### config.mk
export PLATFORM = sky130hd
export DESIGN_NAME = seq_divider_4bit
export DESIGN_NICKNAME = d
export VERILOG_FILES = /design/src/rtl/seq_divider_4bit.sv
export SDC_FILE = /design/constraint.sdc
export NUM_CORES = 1
export LEC_CHECK = 0
export CORE_MARGIN = 10
export CORE_UTILIZATION = 50
export CTS_BUF_LIST = sky130_fd_sc_hd__clkbuf_16
export CTS_CLUSTER_DIAMETER = 80
export DETAILED_ROUTE_END_ITERATION = 8
export PLACE_DENSITY = 0.76
export REMOVE_ABC_BUFFERS = 1
export SETUP_SLACK_MARGIN = 0.5
export SLEW_MARGIN = 20
export SYNTH_ARGS = -nofsm -noshare
export SYNTH_HDL_FRONTEND = slang
export SYNTH_SLANG_ARGS = --single-unit
### constraint.sdc
create_clock -name clk -period 6.4 [get_ports clk]
set_input_delay 1.28 -clock clk [delete_from_list [all_inputs] [get_ports clk]]
set_output_delay 1.28 -clock clk [all_outputs]
set_load 0.02 [all_outputs]
### src/rtl/seq_divider_4bit.sv
// seq_divider_4bit: 4-bit unsigned restoring divider, one quotient bit per cycle,
// using a borrow-ripple subtractor's borrow-out as the restore decision.  Rev 1.0
`default_nettype none

module Subtractor_4bits (
   input  logic [3:0] A,
   input  logic [3:0] B,
   output logic [3:0] Diff,
   output logic       Cout
);
   logic [4:0] borrow;

   assign borrow[0] = 1'b0;

   for (genvar i = 0; i < 4; i++) begin : g_bit
      assign Diff[i]       = A[i] ^ B[i] ^ borrow[i];
      assign borrow[i+1]   = (~A[i] & B[i]) | (~(A[i] ^ B[i]) & borrow[i]);
   end

   assign Cout = borrow[4];
endmodule

module seq_divider_4bit (
   input  logic       clk,
   input  logic       rst,
   input  logic       start,
   input  logic [3:0] dividend,
   input  logic [3:0] divisor,
   output logic       busy,
   output logic       done,
   output logic [3:0] quotient,
   output logic [3:0] remainder,
   output logic       div_by_zero
);
   typedef enum logic [1:0] {
      S_IDLE = 2'd0,
      S_RUN  = 2'd1,
      S_DONE = 2'd2
   } state_t;

   state_t     state_q, state_d;
   logic [3:0] r_q, r_d;
   logic [3:0] q_q, q_d;
   logic [3:0] d_q, d_d;
   logic [1:0] cnt_q, cnt_d;
   logic [3:0] quot_q, quot_d;
   logic [3:0] rem_q, rem_d;
   logic       dbz_q, dbz_d;
   logic       busy_q, busy_d;
   logic       done_q, done_d;

   logic [3:0] trial;
   logic [3:0] diff;
   logic       borrow_out;

   // R[3] is always 0 before the shift, so dropping it loses nothing.
   assign trial = {r_q[2:0], q_q[3]};

   Subtractor_4bits u_sub (
      .A    (trial),
      .B    (d_q),
      .Diff (diff),
      .Cout (borrow_out)
   );

   always_comb begin
      state_d = state_q;
      r_d     = r_q;
      q_d     = q_q;
      d_d     = d_q;
      cnt_d   = cnt_q;
      quot_d  = quot_q;
      rem_d   = rem_q;
      dbz_d   = dbz_q;

      case (state_q)
         // The DONE cycle's exit edge doubles as an accept edge so a held
         // start sustains one division every five cycles.
         S_IDLE, S_DONE: begin
            state_d = S_IDLE;
            if (start) begin
               if (divisor == 4'd0) begin
                  quot_d  = 4'hF;
                  rem_d   = dividend;
                  dbz_d   = 1'b1;
                  state_d = S_DONE;
               end else begin
                  q_d     = dividend;
                  d_d     = divisor;
                  r_d     = 4'd0;
                  cnt_d   = 2'd0;
                  state_d = S_RUN;
               end
            end
         end
         S_RUN: begin
            if (!borrow_out) begin
               r_d = diff;
               q_d = {q_q[2:0], 1'b1};
            end else begin
               r_d = trial;
               q_d = {q_q[2:0], 1'b0};
            end
            cnt_d = cnt_q + 2'd1;
            if (cnt_q == 2'd3) begin
               quot_d  = q_d;
               rem_d   = r_d;
               dbz_d   = 1'b0;
               state_d = S_DONE;
            end
         end
         default: state_d = S_IDLE;
      endcase

      busy_d = (state_d != S_IDLE);
      done_d = (state_d == S_DONE);
   end

   always_ff @(posedge clk) begin
      if (rst) begin
         state_q <= S_IDLE;
         r_q     <= 4'd0;
         q_q     <= 4'd0;
         d_q     <= 4'd0;
         cnt_q   <= 2'd0;
         quot_q  <= 4'd0;
         rem_q   <= 4'd0;
         dbz_q   <= 1'b0;
         busy_q  <= 1'b0;
         done_q  <= 1'b0;
      end else begin
         state_q <= state_d;
         r_q     <= r_d;
         q_q     <= q_d;
         d_q     <= d_d;
         cnt_q   <= cnt_d;
         quot_q  <= quot_d;
         rem_q   <= rem_d;
         dbz_q   <= dbz_d;
         busy_q  <= busy_d;
         done_q  <= done_d;
      end
   end

   assign busy        = busy_q;
   assign done        = done_q;
   assign quotient    = quot_q;
   assign remainder   = rem_q;
   assign div_by_zero = dbz_q;
endmodule

`default_nettype wire

==> summary.txt <==
Timing
  • Fin crit period: about 3 ns
  • RSZ-0062 raised after global routing: false
  • Fmax: roughly 330 MHz
  • Hold Slack: between 0.4 and 0.5 ns
  • Least-Margin Pin Slew: about 1.0 ns
  • Tcrit/Tclk final: between 40% and 50%
  • Max-slew violations: 0
  • Fin Clk Skew: ~0.0025 ns
  • Slew margin rel.: around a third
  • Final setup violation count: 0
  • Final Hold Viols: 0
  • Final setup TNS: 0 ns

Clocking
  • Clock Pin Slew Worst Setup and Hold Paths: roughly 0.06 ns
  • CTS tree: yes
  • Post-CTS resize count: 0
  • Root Buffer: clkbuf_16
  • Hold Buf Count CTS: 0
  • CTS max path bufs: 2
  • Worst skew pair latency: around 0.26 ns
  • Setup Buffers After CTS: 0
  • CTS sink cnt: 26
  • Total CTS buffers: 3
  • H-tree levels: 1

Cells and area
  • Multi-input gate area: ~640 sq um
  • Share of cells above drive strength 1: between 8 and 9%
  • Final Non-Filler Cells: approximately 180
  • Sequential cell area: 520.5 sq um
  • Syn-to-layout area delta: 24.32%
  • Nets@finish: roughly 170
  • Filler cells: about 200
  • Final Util: between 60 and 70%
  • ANT cells: 0

Floorplan
  • Top Ports: 22
  • Starting Density: about half
  • Core ar.: roughly 0.0024 sq mm
  • Die X: between 60 and 70 um
  • Number of core rows: 18
  • DIE AREA: approximately 0.0049 sq mm
  • Die H: 69.90 um

Drt
  • DRC: 0
  • WL final: roughly 2.9 mm
  • Vias per inst: 5.890
  • Post-DRT Antenna Nets: 0
  • Vias post-DR: approximately 1100
  • DRT Pass-1 Iters: 4
  • 1st-iter DRT viols: 60
  • Routed len/inst: approximately 16 um

Synthesis
  • EDFF count, synth: 0
  • Synth top area cells: dfxtp_1, fa_1, a211oi_1
  • Post-synth top area cell: dfxtp_1
  • Top post-synthesis cells by count: dfxtp_1, nor2_1, a21oi_1, nand2_1
  • Yosys warns: 0
  • Yosys reg bits: 26
  • Synth top area share: a little over two fifths
  • Post-synthesis sequential area ratio: between 40% and 50%
  • Asr flop ratio synth: 0%
  • Post-Syn Area per Cell: between 9 and 10 sq um
  • Synth Cell Area: 0.001245 sq mm
  • Count leader, synth: dfxtp_1
  • Mapped Cells: approximately 140
  • Synth unique cells: 31
  • Top_reg_cell synth: dfxtp_1

Power and ir drop
  • Comb power frac: between 15 and 20%
  • P_leak: 0.5481 nW
  • PwrDens: approximately 270 mW/mm^2
  • NetSw: a little over 100 uW
  • Power Total: around 420 uW
  • Internal power: ~320 uW
  • Flop pwr share: around 42%
  • Clock share of power: a little over two fifths
  • Worst vdd ir: 0.0001696 V
  • Net Sw Frac: a little under a quarter

GRT
  • All-layer global routing usage: between 10% and 20%
  • Grt total ovfl: 0
  • Largest net degree at the start of global routing: 26
  • GR Layer Usage met1: about 14%
  • Routing usage on met2: 20.14%
  • Vias in the first global route: 1124
  • Initial antenna violation count: 0
  • Global-route wire length before repair: roughly 5.1 mm
  • Global route hottest layer: met2
  • GR Layer Usage met3: 3.672%

Placement
  • Final HPWL DP: between 2 and 2.5 mm
  • Port-buffer cells: 21
  • RePlAce Congestion: between 0.8 and 0.9
  • Placed instance count: approximately 180

Setup path
  • Critical path endpoint category: flop
  • Crit. Startpoint: start
  • R2r worst-path depth: 9
  • FF-to-FF End: remainder[3]$_SDFFE_PP0P_
  • R2r startpoint: q_q[3]$_SDFFE_PP0P_
  • Signal arrival time at the worst endpoint: between 3 and 4 ns
  • Crit path kind: primary input to flop
  • Worst reg2reg setup slack: about 4.0 ns
  • CP Max Fanout: 14
  • Nature of the critical path startpoint: primary input
  • Worst Setup EP: q_q[1]$_SDFFE_PP0P_
  • Worst Path Required: 6.55 ns

Job
  • Number of max-cap violations: 0

Min path
  • Hold WC Path Type: flop to flop

Run status
  • Status: finished clean
[layout by cell type (no fill, tap or decap)]
cell and count:
a2111oi_2 3, a211oi_1 8, a21oi_1 11, a21oi_2 1
a22oi_1 1, a311oi_1 4, and3b_1 1, buf_6 1
bufinv_16 1, clkbuf_16 3, clkdlybuf4s50_1 21, dfxtp_1 26
fa_1 3, ha_1 2, inv_1 6, nand2_1 11
nand2_2 1, nand2b_1 4, nand3b_1 1, nor2_1 13
nor2b_1 3, nor3_1 8, nor4_4 1, o2111ai_1 1
o211ai_1 8, o21ai_0 6, o21ai_2 1, o31ai_1 1
or4_4 1
[layer usage]
layer  part of all wire [%]  up-vias
met5                      0        -
met3                    6.9        4
li1                       -      525
met4                    2.0        0
met1                     45      510
met2                     46       33
[state kept, by name (all words and copies together) (netlist names)]
name         flops
d_q              4
q_q              4
quotient         4
remainder        4
r_q              3
cnt_q            2
state_q          2
busy             1
div_by_zero      1
done             1
[critical path, cell delays in order]
cell and delay, ns:
clkdlybuf4s50_1 0.46, nor2b_1 0.81, nand2_2 0.24, a2111oi_2 0.35
[per-stage QoR]
stage                     worst slack, ns  area [sq um]
final                               3.397          1548
after global routing                3.217          1548
after CTS                           3.339          1536
after detailed placement            3.071          1431
after global placement              3.157          1431
after floorplan                     3.924          1184
[worst min path at each step]
| stage | start | end | slack (ns) | cells after the start |
|---|---|---|---|---|
| floorplan | d_q[3]$_SDFFE_PP0P_ | d_q[3]$_SDFFE_PP0P_ | 0.45 | 2 |
| global placement | d_q[3]$_SDFFE_PP0P_ | d_q[3]$_SDFFE_PP0P_ | 0.47 | 2 |
| detailed placement | d_q[3]$_SDFFE_PP0P_ | d_q[3]$_SDFFE_PP0P_ | 0.48 | 2 |
| CTS | d_q[3]$_SDFFE_PP0P_ | d_q[3]$_SDFFE_PP0P_ | 0.49 | 2 |
| global route | d_q[3]$_SDFFE_PP0P_ | d_q[3]$_SDFFE_PP0P_ | 0.50 | 2 |
| finish | d_q[3]$_SDFFE_PP0P_ | d_q[3]$_SDFFE_PP0P_ | 0.48 | 2 |
[area by class of cell]
cell class / instances / area share, %
Clock buffer: 3 / 4.850
Clock inverter: 1 / 1.940
Inverter: 6 / 1.455
Multi-Input combinational cell: 94 / 41.39
Sequential cell: 26 / 33.63
Tap cell: 30 / 2.425
Timing Repair Buffer: 22 / 14.31
[power groups by stage]
stage          sequential, mW  combinational (mW)  clock (mW)
2_1_floorplan           0.182              0.0382           0
3_3_place_gp            0.181              0.0618           0
3_5_place_dp            0.181              0.0642           0
4_1_cts                 0.178              0.0647       0.182
5_1_grt                 0.179              0.0728       0.189
6_report                0.178              0.0646       0.181
[cells by family (layout without fill, tap and decap cells)]
kind of cell    count (synthesis)  in the layout  synth area share, %
compound gates                 45             45                26.23
flops                          26             26                41.81
simple gates                   44             44                18.39
buf+inv                        18             32                6.733
fa+ha+maj                       5              5                6.834
Note: power is estimated with default switching activity, not from simulation.
